--- src/rtl/cpu_pkg.sv ---
// Shared CPU definitions: opcodes, ALU codes, sequencer states and the control-word layout.
// The optional undefined-opcode trap is selected by CU_ILLEGAL_TRAP_EN in control_sequencer.
package cpu_pkg;

    localparam logic [4:0] OP_LD   = 5'b00000;
    localparam logic [4:0] OP_LDI  = 5'b00001;
    localparam logic [4:0] OP_ST   = 5'b00010;
    localparam logic [4:0] OP_ADDI = 5'b01100;
    localparam logic [4:0] OP_ANDI = 5'b01101;
    localparam logic [4:0] OP_ORI  = 5'b01110;
    localparam logic [4:0] OP_BR   = 5'b10010;
    localparam logic [4:0] OP_JR   = 5'b10011;
    localparam logic [4:0] OP_JAL  = 5'b10100;
    localparam logic [4:0] OP_NOP  = 5'b11010;
    localparam logic [4:0] OP_HALT = 5'b11011;

    localparam logic [4:0] ALU_NONE = 5'b00000;
    localparam logic [4:0] ALU_ADD  = 5'b00001;
    localparam logic [4:0] ALU_AND  = 5'b00101;
    localparam logic [4:0] ALU_OR   = 5'b00110;

    // One state per control step; shared steps are split per opcode so outputs stay a pure state decode.
    typedef enum logic [4:0] {
        S_IDLE, S_F0, S_F1, S_F2, S_HALT,
        S_LDI_T3, S_LDI_T4, S_LDI_T5,
        S_LD_T3, S_LD_T4, S_LD_T5, S_LD_T6, S_LD_T7,
        S_ST_T3, S_ST_T4, S_ST_T5, S_ST_T6, S_ST_T7,
        S_ADDI_T3, S_ADDI_T4, S_ANDI_T3, S_ANDI_T4, S_ORI_T3, S_ORI_T4, S_IMM_T5,
        S_BR_T3, S_BR_T4, S_BR_T5, S_BR_T6,
        S_JR_T3, S_JAL_T3, S_JAL_T4
    } state_t;

    typedef struct packed {
        logic pc_enable;
        logic pc_increment_enable;
        logic ir_enable;
        logic y_enable;
        logic z_enable;
        logic mar_enable;
        logic mdr_enable;
        logic r_enable;
        logic con_enable;
        logic manual_r15_enable;
        logic read;
        logic write;
        logic gra;
        logic grb;
        logic ba_select;
        logic pc_select;
        logic z_lo_select;
        logic mdr_select;
        logic c_select;
        logic r_select;
    } ctrl_t;

    function automatic logic is_last_step(input state_t s);
        return (s == S_LDI_T5) || (s == S_LD_T7) || (s == S_ST_T7) || (s == S_IMM_T5) ||
               (s == S_BR_T6) || (s == S_JR_T3) || (s == S_JAL_T4);
    endfunction

endpackage

--- src/rtl/control_decode.sv ---
// Combinational decode of the sequencer state into the datapath control word and ALU opcode.
// con_output reaches PC_enable only in the final branch step.
module control_decode
    import cpu_pkg::*;
(
    input  state_t      state,
    input  logic        con_output,
    output ctrl_t       ctrl,
    output logic [4:0]  alu_instruction
);

    always_comb begin
        ctrl            = '0;
        alu_instruction = ALU_NONE;
        case (state)
            S_F0: begin
                ctrl.pc_select  = 1'b1;
                ctrl.mar_enable = 1'b1;
            end
            S_F1: begin
                ctrl.pc_increment_enable = 1'b1;
                ctrl.read                = 1'b1;
                ctrl.mdr_enable          = 1'b1;
            end
            S_F2: begin
                ctrl.mdr_select = 1'b1;
                ctrl.ir_enable  = 1'b1;
            end
            S_LDI_T3, S_LD_T3, S_ST_T3: begin
                ctrl.grb       = 1'b1;
                ctrl.ba_select = 1'b1;
                ctrl.y_enable  = 1'b1;
            end
            S_LDI_T4, S_LD_T4, S_ST_T4, S_ADDI_T4, S_BR_T5: begin
                ctrl.c_select   = 1'b1;
                ctrl.z_enable   = 1'b1;
                alu_instruction = ALU_ADD;
            end
            S_ANDI_T4: begin
                ctrl.c_select   = 1'b1;
                ctrl.z_enable   = 1'b1;
                alu_instruction = ALU_AND;
            end
            S_ORI_T4: begin
                ctrl.c_select   = 1'b1;
                ctrl.z_enable   = 1'b1;
                alu_instruction = ALU_OR;
            end
            S_LDI_T5, S_IMM_T5: begin
                ctrl.z_lo_select = 1'b1;
                ctrl.gra         = 1'b1;
                ctrl.r_enable    = 1'b1;
            end
            S_LD_T5, S_ST_T5: begin
                ctrl.z_lo_select = 1'b1;
                ctrl.mar_enable  = 1'b1;
            end
            S_LD_T6: begin
                ctrl.read       = 1'b1;
                ctrl.mdr_enable = 1'b1;
            end
            S_LD_T7: begin
                ctrl.mdr_select = 1'b1;
                ctrl.gra        = 1'b1;
                ctrl.r_enable   = 1'b1;
            end
            S_ST_T6: begin
                ctrl.gra        = 1'b1;
                ctrl.r_select   = 1'b1;
                ctrl.mdr_enable = 1'b1;
            end
            S_ST_T7: begin
                ctrl.write = 1'b1;
            end
            S_ADDI_T3, S_ANDI_T3, S_ORI_T3: begin
                ctrl.grb      = 1'b1;
                ctrl.r_select = 1'b1;
                ctrl.y_enable = 1'b1;
            end
            S_BR_T3: begin
                ctrl.gra        = 1'b1;
                ctrl.r_select   = 1'b1;
                ctrl.con_enable = 1'b1;
            end
            S_BR_T4: begin
                ctrl.pc_select = 1'b1;
                ctrl.y_enable  = 1'b1;
            end
            S_BR_T6: begin
                ctrl.z_lo_select = 1'b1;
                ctrl.pc_enable   = con_output;
            end
            S_JR_T3, S_JAL_T4: begin
                ctrl.gra       = 1'b1;
                ctrl.r_select  = 1'b1;
                ctrl.pc_enable = 1'b1;
            end
            S_JAL_T3: begin
                ctrl.manual_r15_enable = 1'b1;
                ctrl.pc_select         = 1'b1;
            end
            default: begin
                ctrl            = '0;
                alu_instruction = ALU_NONE;
            end
        endcase
    end

endmodule

--- src/rtl/control_sequencer.sv ---
// Moore control sequencer: fetch F0-F2, opcode decode, execute steps, retired-instruction counter.
// Define CU_ILLEGAL_TRAP_EN to halt and flag undefined opcodes instead of treating them as NOP.
module control_sequencer
    import cpu_pkg::*;
#(
    parameter int CNT_W = 32
) (
    input  logic             clk,
    input  logic             reset,
    input  logic             run,
    input  logic [31:0]      IR_Data,
    input  logic             con_output,
    output logic             PC_enable,
    output logic             PC_increment_enable,
    output logic             IR_enable,
    output logic             Y_enable,
    output logic             Z_enable,
    output logic             MAR_enable,
    output logic             MDR_enable,
    output logic             r_enable,
    output logic             con_enable,
    output logic             manual_R15_enable,
    output logic             read,
    output logic             write,
    output logic             Gra,
    output logic             Grb,
    output logic             ba_select,
    output logic             PC_select,
    output logic             Z_LO_select,
    output logic             MDR_select,
    output logic             c_select,
    output logic             r_select,
    output logic [4:0]       alu_instruction,
    output logic             halted,
    output logic             illegal_op,
    output logic [CNT_W-1:0] instr_count
);

    state_t           state_reg, state_next;
    logic [CNT_W-1:0] count_reg;
    logic             retire;
    logic [4:0]       opcode;
    logic             unused_ir;
    ctrl_t            ctrl;

    assign opcode    = IR_Data[31:27];
    assign unused_ir = ^IR_Data[26:0];

`ifdef CU_ILLEGAL_TRAP_EN
    logic illegal_reg;
    logic trap;
`endif

    always_comb begin
        state_next = state_reg;
        retire     = 1'b0;
`ifdef CU_ILLEGAL_TRAP_EN
        trap       = 1'b0;
`endif
        if (is_last_step(state_reg)) begin
            retire     = 1'b1;
            state_next = run ? S_F0 : S_IDLE;
        end else begin
            case (state_reg)
                S_IDLE:    state_next = run ? S_F0 : S_IDLE;
                S_F0:      state_next = S_F1;
                S_F1:      state_next = S_F2;
                S_F2: begin
                    case (opcode)
                        OP_LD:   state_next = S_LD_T3;
                        OP_LDI:  state_next = S_LDI_T3;
                        OP_ST:   state_next = S_ST_T3;
                        OP_ADDI: state_next = S_ADDI_T3;
                        OP_ANDI: state_next = S_ANDI_T3;
                        OP_ORI:  state_next = S_ORI_T3;
                        OP_BR:   state_next = S_BR_T3;
                        OP_JR:   state_next = S_JR_T3;
                        OP_JAL:  state_next = S_JAL_T3;
                        OP_NOP: begin
                            retire     = 1'b1;
                            state_next = run ? S_F0 : S_IDLE;
                        end
                        OP_HALT: begin
                            retire     = 1'b1;
                            state_next = S_HALT;
                        end
                        default: begin
`ifdef CU_ILLEGAL_TRAP_EN
                            trap       = 1'b1;
                            state_next = S_HALT;
`else
                            retire     = 1'b1;
                            state_next = run ? S_F0 : S_IDLE;
`endif
                        end
                    endcase
                end
                S_LDI_T3:  state_next = S_LDI_T4;
                S_LDI_T4:  state_next = S_LDI_T5;
                S_LD_T3:   state_next = S_LD_T4;
                S_LD_T4:   state_next = S_LD_T5;
                S_LD_T5:   state_next = S_LD_T6;
                S_LD_T6:   state_next = S_LD_T7;
                S_ST_T3:   state_next = S_ST_T4;
                S_ST_T4:   state_next = S_ST_T5;
                S_ST_T5:   state_next = S_ST_T6;
                S_ST_T6:   state_next = S_ST_T7;
                S_ADDI_T3: state_next = S_ADDI_T4;
                S_ANDI_T3: state_next = S_ANDI_T4;
                S_ORI_T3:  state_next = S_ORI_T4;
                S_ADDI_T4, S_ANDI_T4, S_ORI_T4: state_next = S_IMM_T5;
                S_BR_T3:   state_next = S_BR_T4;
                S_BR_T4:   state_next = S_BR_T5;
                S_BR_T5:   state_next = S_BR_T6;
                S_JAL_T3:  state_next = S_JAL_T4;
                S_HALT:    state_next = S_HALT;
                default:   state_next = S_IDLE;
            endcase
        end
    end

    always_ff @(posedge clk) begin
        if (reset) begin
            state_reg <= S_IDLE;
            count_reg <= '0;
        end else begin
            state_reg <= state_next;
            if (retire) begin
                count_reg <= count_reg + 1'b1;
            end
        end
    end

`ifdef CU_ILLEGAL_TRAP_EN
    always_ff @(posedge clk) begin
        if (reset) begin
            illegal_reg <= 1'b0;
        end else if (trap) begin
            illegal_reg <= 1'b1;
        end
    end
    assign illegal_op = illegal_reg;
`else
    assign illegal_op = 1'b0;
`endif

    control_decode u_decode (
        .state           (state_reg),
        .con_output      (con_output),
        .ctrl            (ctrl),
        .alu_instruction (alu_instruction)
    );

    assign PC_enable           = ctrl.pc_enable;
    assign PC_increment_enable = ctrl.pc_increment_enable;
    assign IR_enable           = ctrl.ir_enable;
    assign Y_enable            = ctrl.y_enable;
    assign Z_enable            = ctrl.z_enable;
    assign MAR_enable          = ctrl.mar_enable;
    assign MDR_enable          = ctrl.mdr_enable;
    assign r_enable            = ctrl.r_enable;
    assign con_enable          = ctrl.con_enable;
    assign manual_R15_enable   = ctrl.manual_r15_enable;
    assign read                = ctrl.read;
    assign write               = ctrl.write;
    assign Gra                 = ctrl.gra;
    assign Grb                 = ctrl.grb;
    assign ba_select           = ctrl.ba_select;
    assign PC_select           = ctrl.pc_select;
    assign Z_LO_select         = ctrl.z_lo_select;
    assign MDR_select          = ctrl.mdr_select;
    assign c_select            = ctrl.c_select;
    assign r_select            = ctrl.r_select;
    assign halted              = (state_reg == S_HALT);
    assign instr_count         = count_reg;

endmodule

--- config.mk ---
export PLATFORM = sky130hd
export DESIGN_NAME = control_sequencer
export DESIGN_NICKNAME = d
export VERILOG_FILES = /design/src/rtl/cpu_pkg.sv /design/src/rtl/control_decode.sv /design/src/rtl/control_sequencer.sv
export SDC_FILE = /design/constraint.sdc
export NUM_CORES = 1
export LEC_CHECK = 0
export CAP_MARGIN = 20
export CORE_MARGIN = 4
export CORE_UTILIZATION = 45
export CTS_CLUSTER_SIZE = 40
export DETAILED_ROUTE_END_ITERATION = 12
export PLACE_DENSITY = 0.8
export SYNTH_ARGS = -nofsm -noshare
export SYNTH_HDL_FRONTEND = slang
export SYNTH_HIERARCHICAL = 1
export SYNTH_SLANG_ARGS = --single-unit
--- constraint.sdc ---
create_clock -name clk -period 3.7 [get_ports clk]
set_clock_uncertainty 0.2 [all_clocks]
set_input_delay 1.11 -clock clk [delete_from_list [all_inputs] [get_ports clk]]
set_output_delay 1.11 -clock clk [all_outputs]
set_load 0.01 [all_outputs]
==> load_flow_metrics.sql, run 1 <==
INSERT INTO impl_metrics (metric_group, metric, value, unit) VALUES
('status', 'result_of_the_run', 'finished, final reports clean', ''),
('power', 'power.share.switching', '0.293', ''),
('die', 'row_cnt', '28', ''),
('detailed_routing', 'via_count', '3045', ''),
('setup_path', 'timing.critical_path.fanout_max', '1', ''),
('grt', 'maximum_number_of_pins_on_one_net_before_global_route_repair', '36', ''),
('detailed_routing', 'ant_nets', '0', ''),
('detailed_routing', 'routed_via_density', '5.98', ''),
('clocking', 'cts_h_tree_lvls', '2', ''),
('die', 'io_pins', '95', ''),
('detailed_routing', 'drc', '0', ''),
('synthesis', 'synth_top_area_share', '0.270', ''),
('clocking', 'cts_hold_buffers', '0', ''),
('synthesis', 'yosys_most_used_dff', 'sky130_fd_sc_hd__dfxtp_1', ''),
('grt', 'overall_overflow_remaining_after_global_route', '0', ''),
('power', 'netSwitchingPower', '0.249', 'mW'),
('timing', 'setup_total_negative_slack', '0', 'ns'),
('cells_and_area', 'area_delta_synth_final', '28.9', '%'),
('timing', 'setup_repair_after_global_routing_missed_its_margin', 'no', ''),
('timing', 'final_min_period_over_clock_period', '0.974', ''),
('setup_path', 'critical_path.startpoint_type', 'primary input', ''),
('power', 'power', '0.851', 'mW'),
('synthesis', 'syn_area', '2740', 'µm²'),
('power', 'pwr-share-seq', '0.491', ''),
('cells_and_area', 'drive_above_1_share', '0.0876', ''),
('clocking', 'post_cts_resize_count', '0', ''),
('synthesis', 'synth.lib_cells_used.distinct', '62', ''),
('synthesis', 'asyncSetResetFlopFracSynth', '0', ''),
('timing', 'timing.hold.ws', '0.296', 'ns'),
('timing', 'finalHoldViolCount', '0', ''),
('clocking', 'cts_setup_buffers', '0', ''),
('grt', 'globalRouteTotalUtil', '0.205', ''),
('clocking', 'clk-insertion-delay-late', '0.29', 'ns'),
('synthesis', 'edff_count_synth', '0', ''),
('clocking', 'cts_inserted_buffers', '5', ''),
('power', 'p_clk_frac', '0.338', ''),
('grt', 'antenna_found_initial', '0', ''),
('timing', 'max_freq', '0.277', 'GHz'),
('placed_design', 'detailed_place_hpwl', '5470', 'µm'),
('timing', 'max_slew_margin', '0.558', ''),
('placed_design', 'pre_cts_ws', '0.0187', 'ns'),
('clocking', 'worst_setup_hold_path_clk_slew', '0.08', 'ns'),
('setup_path', 'critical_path_data_arrival_time', '2.30', 'ns'),
('synthesis', 'share_of_the_yosys_chip_area_belonging_to_registers', '0.270', ''),
('clocking', 'clock_tree.root_cell', 'sky130_fd_sc_hd__clkbuf_8', ''),
('power', 'max-vdd-ir-drop', '0.000210', 'V'),
('power', 'power_per_cell_area', '241', 'nW/µm²'),
('placed_design', 'placement.io_buffers', '64', ''),
('timing', 'timing.final.setup_violations', '0', ''),
('worst_hold_path', 'worst_hold_path.num_cells', '2', ''),
('grt', 'grt_pass1_vias', '2745', ''),
('timing', 'transition_at_the_pin_with_the_smallest_max_transition_slack', '0.661', 'ns'),
('clocking', 'clockBufferDepth', '2', ''),
('cells_and_area', 'antennaDiodeCount', '0', ''),
('detailed_routing', 'drt_pre_antenna_iters', '4', ''),
('die', 'die-height', '86.1', 'µm'),
('placed_design', 'post-place-cells', '501', ''),
('synthesis', 'postSynthRegisterBits', '37', ''),
('grt', 'grt_pass1_wl', '12700', 'µm'),
('die', 'initial_utilization', '0.463', ''),
('timing', 'setup_ws', '0.0947', 'ns'),
('synthesis', 'number_of_instances_in_the_synthesized_netlist', '375', ''),
('placed_design', 'routabilityCongestion', '0.859', ''),
('synthesis', 'synthesis.area_per_instance', '7.32', 'µm²'),
('detailed_routing', 'drt-wirelength-per-cell', '14.8', 'µm'),
('die', 'placeable_area', '5920', 'µm²'),
('placed_design', 'placed_cell_area', '3450', 'µm²'),
('worst_hold_path', 'timing.hold.worst.class', 'flip-flop to flip-flop', ''),
('job', 'number_of_maximum_capacitance_violations', '0', ''),
('power', 'power.static_leakage', '1.10', 'nW'),
('power', 'cell_internal_pwr', '0.602', 'mW');
critical path, stage by stage:
cell                              delay, ns
sky130_fd_sc_hd__clkdlybuf4s50_1       0.46
sky130_fd_sc_hd__a21oi_1               0.06
sky130_fd_sc_hd__nor2_1                0.13
sky130_fd_sc_hd__clkdlybuf4s50_1       0.54
layout make-up:
class / count / area [µm²]
fillers: 542 / 2380
repair buffers: 81 / 768
multi-input cells: 297 / 1800
well taps: 75 / 93.8
flip-flops and latches: 37 / 741
clock inverters: 3 / 21.3
clock buffers: 5 / 68.8
inverters: 11 / 41.3
kinds of logic (layout without fill, tap and decap cells):
family          after synthesis  after routing  share of synthesized area
simple gates                172            172                      0.363
compound gates              114            114                      0.260
buf+inv                      42            100                     0.0748
flops                        37             37                      0.270
xor+xnor                      4              4                     0.0128
mux                           3              3                     0.0114
other cells                   2              3                    0.00274
fa+ha+maj                     1              1                    0.00456
worst paths after layout:
| kind | start | endpoint | slack [ns] |
|---|---|---|---|
| worst max-delay path | con_output | PC_enable | 0.09 |
| worst min-delay path | instr_count[31] | instr_count[31] | 0.30 |
| worst max register to register | state_reg[1] | instr_count[21] | 0.74 |
| worst min register to register | instr_count[31] | instr_count[31] | 0.30 |
synthesized netlist by cell type (3+ instances only):
| cell type | n |
|---|---|
| sky130_fd_sc_hd__buf_2 | 14 |
| sky130_fd_sc_hd__a31oi_1 | 6 |
| sky130_fd_sc_hd__nand2_1 | 27 |
| sky130_fd_sc_hd__nor3_1 | 11 |
| sky130_fd_sc_hd__clkbuf_1 | 9 |
| sky130_fd_sc_hd__o31ai_1 | 15 |
| sky130_fd_sc_hd__inv_1 | 11 |
| sky130_fd_sc_hd__dfxtp_1 | 37 |
| sky130_fd_sc_hd__a211o_1 | 3 |
| sky130_fd_sc_hd__a21oi_1 | 43 |
| sky130_fd_sc_hd__nand2b_1 | 9 |
| sky130_fd_sc_hd__or4_1 | 15 |
| sky130_fd_sc_hd__or3_1 | 15 |
| sky130_fd_sc_hd__nor2_1 | 22 |
| sky130_fd_sc_hd__and2_1 | 6 |
| sky130_fd_sc_hd__nand4_1 | 12 |
| sky130_fd_sc_hd__nand3_1 | 17 |
| sky130_fd_sc_hd__o21ai_0 | 25 |
| sky130_fd_sc_hd__nor4_1 | 5 |
| sky130_fd_sc_hd__buf_4 | 6 |
| sky130_fd_sc_hd__a211oi_1 | 3 |
| sky130_fd_sc_hd__nor2b_1 | 11 |
metal layers:
layer / global-route usage / part of all wire
met4: 0.0532 / 0.012
met1: 0.268 / 0.45
met2: 0.348 / 0.50
met5: 0 / 0
met3: 0.0375 / 0.041
power groups by stage:
stage / Clock, mW / Combinational [mW] / Sequential (mW)
6_report: 0.288 / 0.146 / 0.418
2_1_floorplan: 0 / 0.105 / 0.417
5_1_grt: 0.308 / 0.160 / 0.420
3_5_place_dp: 0 / 0.144 / 0.427
4_1_cts: 0.292 / 0.145 / 0.418
3_3_place_gp: 0 / 0.141 / 0.427
cells in the final DEF (no fill, tap or decap), drive strengths merged, types with 7 or more instances in the layout:
| cell type | netlist | routed |
|---|---|---|
| a21oi | 43 | 43 |
| and2 | 7 | 7 |
| buf | 22 | 17 |
| clkdlybuf4s50 | 0 | 64 |
| dfxtp | 37 | 37 |
| inv | 11 | 12 |
| nand2 | 27 | 27 |
| nand2b | 9 | 9 |
| nand3 | 17 | 17 |
| nand4 | 13 | 13 |
| nor2 | 22 | 22 |
| nor2b | 11 | 11 |
| nor3 | 11 | 11 |
| o21ai | 26 | 26 |
| o31ai | 15 | 15 |
| or3 | 17 | 17 |
| or4 | 19 | 19 |
Note: power is estimated with default switching activity, not from simulation.
==> inputs of run 2 (changes only) <==
--- a/config.mk
+++ b/config.mk
@@ -10,6 +10,7 @@
 export CORE_UTILIZATION = 45
 export CTS_CLUSTER_SIZE = 40
 export DETAILED_ROUTE_END_ITERATION = 12
+export GPL_TIMING_DRIVEN = 0
 export PLACE_DENSITY = 0.8
 export SYNTH_ARGS = -nofsm -noshare
 export SYNTH_HDL_FRONTEND = slang
==> run 2 against run 1 <==
Net effect:
- global-route usage is 0.72 points higher
- wire length increased by 4.6%
- clock-buffer cell count is 2 higher
- largest cell class unchanged
- worst hold slack gained 0.0081 ns
- flip-flop and latch count did not move
- critical path type unchanged
- sequential power fell by 2%
- critical path depth stayed put
- utilization barely moved
==> load_flow_metrics.sql, run 2 (synthesized netlist as in run 1, its figures left out) <==
INSERT INTO impl_metrics (metric_group, metric, value, unit) VALUES
('power', 'cell_internal_pwr', '0.617', 'mW'),
('clocking', 'clock_tree_from_tritoncts', 'done', ''),
('placed_design', 'placed_cell_area', '3450', 'µm²'),
('die', 'row_cnt', '28', ''),
('grt', 'maximum_number_of_pins_on_one_net_before_global_route_repair', '15', ''),
('detailed_routing', 'routed_via_density', '6.02', ''),
('setup_path', 'setup.worst_path.class', 'primary input to output pin', ''),
('timing', 'transition_at_the_pin_with_the_smallest_max_transition_slack', '0.862', 'ns'),
('timing', 'max_freq', '0.279', 'GHz'),
('power', 'netSwitchingPower', '0.240', 'mW'),
('worst_hold_path', 'timing.hold.worst.start', 'instr_count[27]', ''),
('power', 'p_clk_frac', '0.336', ''),
('setup_path', 'reg2reg_slack', '0.96', 'ns'),
('cells_and_area', 'net_count_of_the_finished_layout', '481', ''),
('cells_and_area', 'antennaDiodeCount', '0', ''),
('die', 'die-height', '86.1', 'µm'),
('power', 'pwr-share-seq', '0.479', ''),
('setup_path', 'r2r_end', 'instr_count[14]', ''),
('setup_path', 'setup.worst_path.start', 'con_output', ''),
('detailed_routing', 'ant_nets', '0', ''),
('setup_path', 'timing.critical_path.fanout_max', '1', ''),
('placed_design', 'placement.io_buffers', '61', ''),
('clocking', 'cts_inserted_buffers', '5', ''),
('clocking', 'cts_setup_buffers', '0', ''),
('setup_path', 'timing.critical_path.cells', 'clkdlybuf4s50_1 -> a21oi_1 -> nor2_1 -> clkdlybuf4s50_1', ''),
('timing', 'final_min_period_over_clock_period', '0.968', ''),
('setup_path', 'critPathMaxStageDelay', '0.54', 'ns'),
('detailed_routing', 'drc', '0', ''),
('cells_and_area', 'final_core_utilization', '0.598', ''),
('power', 'max-vdd-ir-drop', '0.000215', 'V'),
('timing', 'max_slew_margin', '0.420', ''),
('clocking', 'post_cts_resize_count', '0', ''),
('cells_and_area', 'drive_above_1_share', '0.0901', ''),
('clocking', 'clock_tree.root_cell', 'sky130_fd_sc_hd__clkbuf_8', ''),
('detailed_routing', 'drt_wl_total', '7880', 'µm'),
('setup_path', 'worstReg2RegStart', 'state_reg[1]', ''),
('timing', 'timing.final.setup_violations', '0', ''),
('die', 'die_w', '86.1', 'µm'),
('grt', 'globalRouteTotalUtil', '0.213', ''),
('worst_hold_path', 'min_to', 'instr_count[27]', ''),
('clocking', 'clk-insertion-delay-late', '0.29', 'ns'),
('power', 'comb_power_share', '0.184', ''),
('clocking', 'cts_sinks', '37', ''),
('status', 'result_of_the_run', 'finished, final reports clean', ''),
('placed_design', 'detailed_place_hpwl', '5810', 'µm'),
('power', 'power', '0.857', 'mW'),
('detailed_routing', 'first_iter_violations', '158', ''),
('power', 'power_per_cell_area', '242', 'nW/µm²'),
('setup_path', 'cpMaxStageDelayCell', 'sky130_fd_sc_hd__clkdlybuf4s50_1', ''),
('worst_hold_path', 'worst_hold_path.num_cells', '2', ''),
('power', 'power.static_leakage', '1.11', 'nW'),
('clocking', 'clockBufferDepth', '2', ''),
('setup_path', 'cell_mode_on_critical_path', 'sky130_fd_sc_hd__clkdlybuf4s50_1', ''),
('timing', 'setup_repair_after_global_routing_missed_its_margin', 'no', ''),
('power', 'power.share.switching', '0.280', ''),
('setup_path', 'critical_path_required', '2.39', 'ns'),
('detailed_routing', 'via_count', '3122', ''),
('timing', 'drv_slew', '0', ''),
('clocking', 'cts_h_tree_lvls', '2', ''),
('setup_path', 'critical_path_data_arrival_time', '2.27', 'ns'),
('cells_and_area', 'mostFrequentLayoutCell', 'sky130_fd_sc_hd__clkdlybuf4s50_1', ''),
('timing', 'finalHoldViolCount', '0', ''),
('cells_and_area', 'most_frequent_cells_in_the_layout', '61 x sky130_fd_sc_hd__clkdlybuf4s50_1, 43 x sky130_fd_sc_hd__a21oi_1, 37 x sky130_fd_sc_hd__dfxtp_1', ''),
('grt', 'grt_pass1_vias', '2778', ''),
('clocking', 'cts_hold_buffers', '0', ''),
('cells_and_area', 'largest_reg_flops', '32', ''),
('die', 'fp.dieArea', '7410', 'µm²'),
('cells_and_area', 'post-route-cell-area', '3540', 'µm²'),
('setup_path', 'critical_path.startpoint_type', 'primary input', ''),
('clocking', 'worst_setup_hold_path_clk_slew', '0.07', 'ns'),
('placed_design', 'pre_cts_ws', '-0.121', 'ns'),
('grt', 'overall_overflow_remaining_after_global_route', '0', ''),
('placed_design', 'routabilityCongestion', '0.844', ''),
('die', 'placeable_area', '5920', 'µm²'),
('setup_path', 'worst-r2r-cell-count', '7', ''),
('timing', 'setup_ws', '0.120', 'ns'),
('detailed_routing', 'drt_pre_antenna_iters', '4', ''),
('detailed_routing', 'drt-wirelength-per-cell', '15.2', 'µm'),
('timing', 'min_period', '3.58', 'ns'),
('die', 'io_pins', '95', ''),
('setup_path', 'critical_path.endpoint_type', 'output pin', ''),
('grt', 'antenna_found_initial', '0', ''),
('worst_hold_path', 'timing.hold.worst.class', 'flip-flop to flip-flop', ''),
('cells_and_area', 'area_delta_synth_final', '29.0', '%'),
('die', 'initial_utilization', '0.463', ''),
('grt', 'grt_pass1_wl', '13100', 'µm'),
('job', 'number_of_maximum_capacitance_violations', '0', '');
[run 2: cell count changes in the layout (fill, tap and decap cells not counted)]
cell	previous run	this run
sky130_fd_sc_hd__clkbuf_1	0	10
sky130_fd_sc_hd__clkinv_2	1	0
sky130_fd_sc_hd__buf_1	0	1
sky130_fd_sc_hd__buf_2	0	14
sky130_fd_sc_hd__buf_4	17	6
sky130_fd_sc_hd__clkinvlp_4	1	0
sky130_fd_sc_hd__buf_6	0	1
sky130_fd_sc_hd__clkbuf_8	5	6
sky130_fd_sc_hd__inv_6	1	0
sky130_fd_sc_hd__clkdlybuf4s50_1	64	61
[run 2: metal layers]
metal / part of all wire / GRT usage / vias to the layer above
li1: - / - / 1539
met1: 0.44 / 0.277 / 1472
met2: 0.49 / 0.359 / 101
met3: 0.056 / 0.0336 / 10
met4: 0.012 / 0.0662 / 0
met5: 0 / 0 / -
[run 2: power groups by stage]
stage	clock [mW]	combinational, mW	sequential (mW)
2_1_floorplan	0	0.105	0.417
3_3_place_gp	0	0.154	0.419
3_5_place_dp	0	0.155	0.419
4_1_cts	0.295	0.156	0.410
5_1_grt	0.312	0.175	0.411
6_report	0.288	0.158	0.411
[run 2: cell type report]
class	instances	area, µm²
plain buffers	31	164
clock buffers	7	86.3
fillers	568	2380
inverters	11	41.3
multi-input cells	297	1800
flip-flops and latches	37	741
well taps	75	93.8
repair buffers	61	611
[run 2: stage by stage]
| stage | hold WS (ns) | TNS [ns] | instances |
|---|---|---|---|
| 5_1_grt | 0.325 | 0 | 519 |
| 6_report | 0.304 | 0 | 519 |
| 3_3_place_gp | 0.287 | -1.84 | 512 |
| 3_5_place_dp | 0.284 | -1.74 | 512 |
| 4_1_cts | 0.301 | 0 | 519 |
| 2_1_floorplan | 0.296 | 0 | 376 |
[run 2: how the worst max path moves through the flow]
stage | end | slack (ns) | cells after the start
2_1_floorplan | instr_count[1] | 0.55 | 8
3_3_place_gp | instr_count[1] | -0.12 | 8
3_5_place_dp | instr_count[1] | -0.12 | 8
4_1_cts | PC_enable | 0.10 | 4
5_1_grt | instr_count[1] | 0.02 | 8
6_report | PC_enable | 0.12 | 4
[run 2: critical path, delay by kind of cell]
family,cells,cell delay [ns]
buffers and inverters,2,1.00
AO/OA/AOI/OAI,1,0.06
AND/OR/NAND/NOR,1,0.10
==> inputs of run 3 (changes only) <==
--- a/config.mk
+++ b/config.mk
@@ -11,6 +11,7 @@
 export CTS_CLUSTER_SIZE = 40
 export DETAILED_ROUTE_END_ITERATION = 12
 export GPL_TIMING_DRIVEN = 0
+export HOLD_SLACK_MARGIN = 0.1
 export PLACE_DENSITY = 0.8
 export SYNTH_ARGS = -nofsm -noshare
 export SYNTH_HDL_FRONTEND = slang
==> results of run 3 <==
Final layout, timing and power as in run 2 (identical DEF).
==> RTL change 1: new RTL, flow settings as in run 2 <==
The parameter `CNT_W` goes from 32 to 16.
--- a/src/rtl/control_sequencer.sv
+++ b/src/rtl/control_sequencer.sv
@@ -3,7 +3,7 @@
 module control_sequencer
     import cpu_pkg::*;
 #(
-    parameter int CNT_W = 32
+    parameter int CNT_W = 16
 ) (
     input  logic             clk,
     input  logic             reset,
Ports: changed (resized instr_count); port bits go from 95 to 79. No check against the original RTL was run, so the function may have changed too.
==> RTL change 1 against run 2 <==
Sequential cell count down 16; power shrank 37%; die area decreased by 21%; critical endpoint unchanged; clock power decreased by 47%; first-iteration DRC count fell by 28%; synthesized cell count down 23%; worst setup slack improved by 0.013 ns; core utilization up 0.65 points; wire length decreased by 29%; critical path type unchanged; synthesized area fell by 23%; design area down 24%.
==> RTL change 1: results (changes against run 2) <==
| Metric | Value |
|---|---|
| Initial antenna violation count | 0 (unchanged) |
| Gate count of the mapped netlist | 289 (was 375) |
| First-pass GRT wire length | 9597 µm (was 13,140 µm) |
| Post CTS Setup Buffer Count | 0 (unchanged) |
| Clock transition at path regs | 0.08 ns |
| Gr usage total | 18.74% (was 21.26%) |
| Longest Clk Path Bufs | 2 (unchanged) |
| Top FF cell, synth | dfxtp_1 (unchanged) |
| Largest stage delay on the critical path | 0.53 ns |
| Post_cts resized | 0 (unchanged) |
| CP arrival | 2.26 ns |
| DR vias | 2,283 (was 3,122) |
| FP Rows | 24 (was 28) |
| Post-DP Area | 2639 µm² (was 3452 µm²) |
| Finished Layout Cells | 393 (was 519) |
| Ys Warns | 6 (unchanged) |
| Initial DRC count | 114 (was 158) |
| Largest cells by area after synthesis | dfxtp_1 (20%), mux2_1 (7.5%), nor2b_1 (6.9%), nor2_1 (4.8%), a21oi_1 (4.5%) (was dfxtp_1 (27%), a21oi_1 (7.8%), o21ai_0 (4.6%), o31ai_1 (4.1%), or4_1 (4.1%)) |
| FF/Latch Area | 420.4 µm² (was 740.7 µm²) |
| Fin nets | 379 (was 481) |
| Synth cell types | 52 (was 62) |
| Htree depth | 1 (was 2) |
| Leakage | 0.001015 µW (was 0.001111 µW) |
| Status | completed (unchanged) |
| Fill count | 421 (was 568) |
| Worst-Skew Late Latency | 0.26 ns (was 0.29 ns) |
| Worst Setup Start Kind | input port (unchanged) |
| CTS buffer count | 3 (was 5) |
| Async SR Flop Fraction | 0% (unchanged) |
| Worst VDD drop | 0.0002367 V (was 0.0002148 V) |
| Post-synth top cells | nor2_1 (27), nor2b_1 (23), dfxtp_1 (21), a21oi_1 (19), nand2_1 (17) (was a21oi_1 (43), dfxtp_1 (37), nand2_1 (27), o21ai_0 (25), nor2_1 (22)) |
| Post-placement cell count | 389 (was 512) |
| IO Port Bufs | 47 (was 61) |
| Clk root buf | clkbuf_8 (unchanged) |
| Layout cells sized above 1 | 12.02% (was 9.009%) |
| Max reg flops | 16 (was 32) |
| WHS Path Cells | 2 (unchanged) |
| Crit path max fanout | 1 (unchanged) |
| CP top delay family | buffers and inverters (unchanged) |
| Highest-delay cell along the critical path | clkdlybuf4s50_1 (unchanged) |
| R2R depth | 6 (was 7) |
| Routability cong. | 0.8749 (was 0.8442) |
| Sequential area share after synthesis | 20.02% (was 26.99%) |
| Number of global-route vias before repair | 2,058 (was 2,778) |
| First-pass DRT Iterations | 5 (was 4) |
| Path type of the worst min-delay path | reg2reg (unchanged) |
| Ant. Diodes | 0 (unchanged) |
| Post-DP HPWL | 4230 µm (was 5805 µm) |
| Largest net degree at the start of global routing | 14 (was 15) |
| Avg WL per Cell | 14.27 µm (was 15.19 µm) |
RTL change 1: cell count changes in the layout (fill, tap and decap cells not counted), moves of 8 or more:
| cell | run 2 | this run |
|---|---|---|
| a21oi_1 | 43 | 19 |
| a21oi_2 | 0 | 8 |
| clkdlybuf4s50_1 | 61 | 47 |
| dfxtp_1 | 37 | 21 |
| mux2_1 | 0 | 14 |
| nand2_1 | 27 | 17 |
| nor2b_1 | 11 | 23 |
| o21ai_0 | 25 | 13 |
| o31ai_1 | 15 | 0 |
| or3_1 | 15 | 1 |
| or4_1 | 15 | 0 |
RTL change 1: through the flow:
stage	worst slack, ns	total power [µW]
2_1_floorplan	1.002	342.5
3_3_place_gp	0.1252	388.9
3_5_place_dp	0.1320	392.4
4_1_cts	0.1257	545.8
5_1_grt	0.06418	569.6
6_report	0.1326	542.0
RTL change 1: path summary, 6_finish.rpt:
check | start | end | slack [ns]
worst min-delay path | instr_count[1]$_SDFFE_PP0P_ | instr_count[1]$_SDFFE_PP0P_ | 0.35
worst min register to register | instr_count[1]$_SDFFE_PP0P_ | instr_count[1]$_SDFFE_PP0P_ | 0.35
worst max-delay path | con_output | PC_enable | 0.13
worst max register to register | state_reg[4]$_SDFF_PP0_ | instr_count[7]$_SDFFE_PP0P_ | 1.43
RTL change 1: routing by layer:
layer,wire (µm),track usage [%],share of wire (%)
met5,0,0,0
met4,25,2.536,0.45
met3,408,3.546,7.3
met2,2758,32.95,49
met1,2416,24.26,43
RTL change 1: power breakdown:
| part | leakage, µW | internal [µW] | switching [µW] |
|---|---|---|---|
| Combinational | 0.000820 | 67.2 | 84.0 |
| Clock | 0.0000255 | 75.1 | 78.6 |
| Sequential | 0.000170 | 229 | 7.86 |
| Total | 0.00102 | 372 | 170 |
RTL change 1: logic make-up after synthesis:
| kind of cell | share of synthesized area (%) |
|---|---|
| xor+xnor | 1.669 |
| buf+inv | 9.118 |
| other cells | 0.3577 |
| mux | 7.509 |
| simple gates | 37.96 |
| flops | 20.02 |
| compound gates | 22.76 |
| fa+ha+maj | 0.5959 |
RTL change 1: final cells by class:
class	count	area share [%]
buffer	26	6.011
tap	52	2.423
sequential	21	15.66
clock buffer	3	1.538
multi-input combinational	235	55.55
clock inverter	1	0.1864
timing repair buffer	47	17.52
inverter	8	1.118
RTL change 1: tightest hold or removal path, stage by stage, from the launching register on:
cell and delay [ns]:
dfxtp_1 0.36, nand3_1 0.08, a21oi_1 0.06
==> RTL change 2: new RTL, flow settings as in run 2 <==
Made on the original files. Register the output `instr_count` once more, cleared by the reset; this adds one clock of latency there. The other outputs are not delayed to match.
--- a/src/rtl/control_sequencer.sv
+++ b/src/rtl/control_sequencer.sv
@@ -172,7 +172,13 @@
     assign c_select            = ctrl.c_select;
     assign r_select            = ctrl.r_select;
     assign halted              = (state_reg == S_HALT);
-    assign instr_count         = count_reg;
+    always_ff @(posedge clk) begin
+        if (reset) begin
+            instr_count <= '0;
+        end else begin
+            instr_count <= count_reg;
+        end
+    end
 
 endmodule
 
Formal check against the unedited RTL: not equivalent (a bounded check fails within 10 cycles, from zero or initial values and one cycle with reset high).
==> RTL change 2 against run 2 <==
Power is 81% higher; wire length is 10% higher; sequential cell count is 32 higher; worst setup slack worse by 0.014 ns; via count is 6.5% higher; design area is 32% higher; largest power group unchanged; critical endpoint unchanged; synthesized area is 35% higher.
==> RTL change 2: results (changes against run 2) <==
| Metric | Value |
|---|---|
| Status | completed (unchanged) |
| Wire length on met2 | 4119 µm (was 3882 µm) |
| CTS buffer count | 9 (was 5) |
| R2R depth | 7 (unchanged) |
| Post-placement cell count | 595 (was 512) |
| WL met3 | 542 µm (was 444 µm) |
| Fin crit period | 3.594 ns (was 3.580 ns) |
| Htree depth | 3 (was 2) |
| Sequential area share after synthesis | 37.22% (was 26.99%) |
| Layout cells sized above 1 | 12.57% (was 9.009%) |
| Multiplexer share of the synthesized area | 1.214% (was 1.140%) |
| Gate count of the mapped netlist | 429 (was 375) |
| Met2 Use GR | 28.67% (was 35.88%) |
| Post-DP HPWL | 6307 µm (was 5805 µm) |
| Finished Layout Cells | 611 (was 519) |
| Fin nets | 541 (was 481) |
| FF-to-FF End | count_reg[28]$_SDFFE_PP0P_ (was instr_count[14]$_SDFFE_PP0P_) |
| WHS Path Cells | 1 (was 2) |
| Leakage | 0.001561 µW (was 0.001111 µW) |
| Routability cong. | 0.9003 (was 0.8442) |
| Initial DRC count | 195 (was 158) |
| M3 GR Usage | 6.016% (was 3.362%) |
| Gr usage total | 17.59% (was 21.26%) |
| Post-synth top cells | dfxtp_1 (69), nor2_1 (51), nor2b_1 (35), xnor2_1 (24) (was a21oi_1 (43), dfxtp_1 (37), nand2_1 (27), o21ai_0 (25), nor2_1 (22)) |
| Largest net degree at the start of global routing | 17 (was 15) |
| Synth Area in XOR/XNOR | 5.900% (was 1.277%) |
| Worst VDD drop | 0.0004961 V (was 0.0002148 V) |
| DR vias/cell | 5.444 (was 6.015) |
| Int Pwr | 1163 µW (was 617.0 µW) |
| Number of global-route vias before repair | 3,061 (was 2,778) |
| IO Port Bufs | 63 (was 61) |
| Grt met1 use | 21.92% (was 27.66%) |
| Met1 WL | 3839 µm (was 3457 µm) |
| Synth Area in Compound Gates | 21.07% (was 26.04%) |
| Largest stage delay on the critical path | 0.54 ns (about the same) |
| HP Start | count_reg[21]$_SDFFE_PP0P_ (was instr_count[27]$_SDFFE_PP0P_) |
| Post-DP Area | 4473 µm² (was 3452 µm²) |
| WHS | 0.3002 ns (was 0.3038 ns) |
| Rel. slew slack | 44.60% (was 42.04%) |
| First-pass GRT wire length | 14,320 µm (was 13,140 µm) |
| CP arrival | 2.28 ns |
| Avg WL per Cell | 14.18 µm (was 15.19 µm) |
| Largest cells by area after synthesis | dfxtp_1 (37%), nor2b_1 (5.9%), xnor2_1 (5.7%), nor2_1 (5.2%), a2111oi_2 (3.6%) (was dfxtp_1 (27%), a21oi_1 (7.8%), o21ai_0 (4.6%), o31ai_1 (4.1%), or4_1 (4.1%)) |
| Worst-Skew Late Latency | 0.34 ns (was 0.29 ns) |
| Hold Path Sink | instr_count[21]$_SDFF_PP0_ (was instr_count[27]$_SDFFE_PP0P_) |
==> RTL change 2: area by class of cell <==
class | instances | area (µm²)
clock buffer | 11 | 151.4
timing repair buffer | 63 | 630.6
fill | 704 | 3203
multi-input combinational | 316 | 2100
clock inverter | 5 | 58.81
buffer | 33 | 188.9
sequential | 69 | 1383
inverter | 12 | 45.04
tap | 102 | 127.6
==> RTL change 2: what timing repair did <==
item                                    CTS  global route
resized for setup                         0             1
endpoints found under the setup margin    0             2
buffers inserted                          0             0
endpoints found under the hold margin     0             0
hold buffers                              0             0
==> RTL change 2: logic make-up after synthesis <==
family	after synthesis
AO/OA/AOI/OAI	92
flip-flops	69
multiplexers	4
XOR/XNOR	25
other	2
buffers and inverters	45
adder cells (fa/ha/maj)	1
AND/OR/NAND/NOR	191
==> RTL change 2: power groups by stage <==
stage	logic (µW)	clock network (µW)	registers [µW]
5_1_grt	178	687	755
3_5_place_dp	162	0	771
4_1_cts	163	650	754
6_report	164	632	754
2_1_floorplan	113	0	769
3_3_place_gp	159	0	771
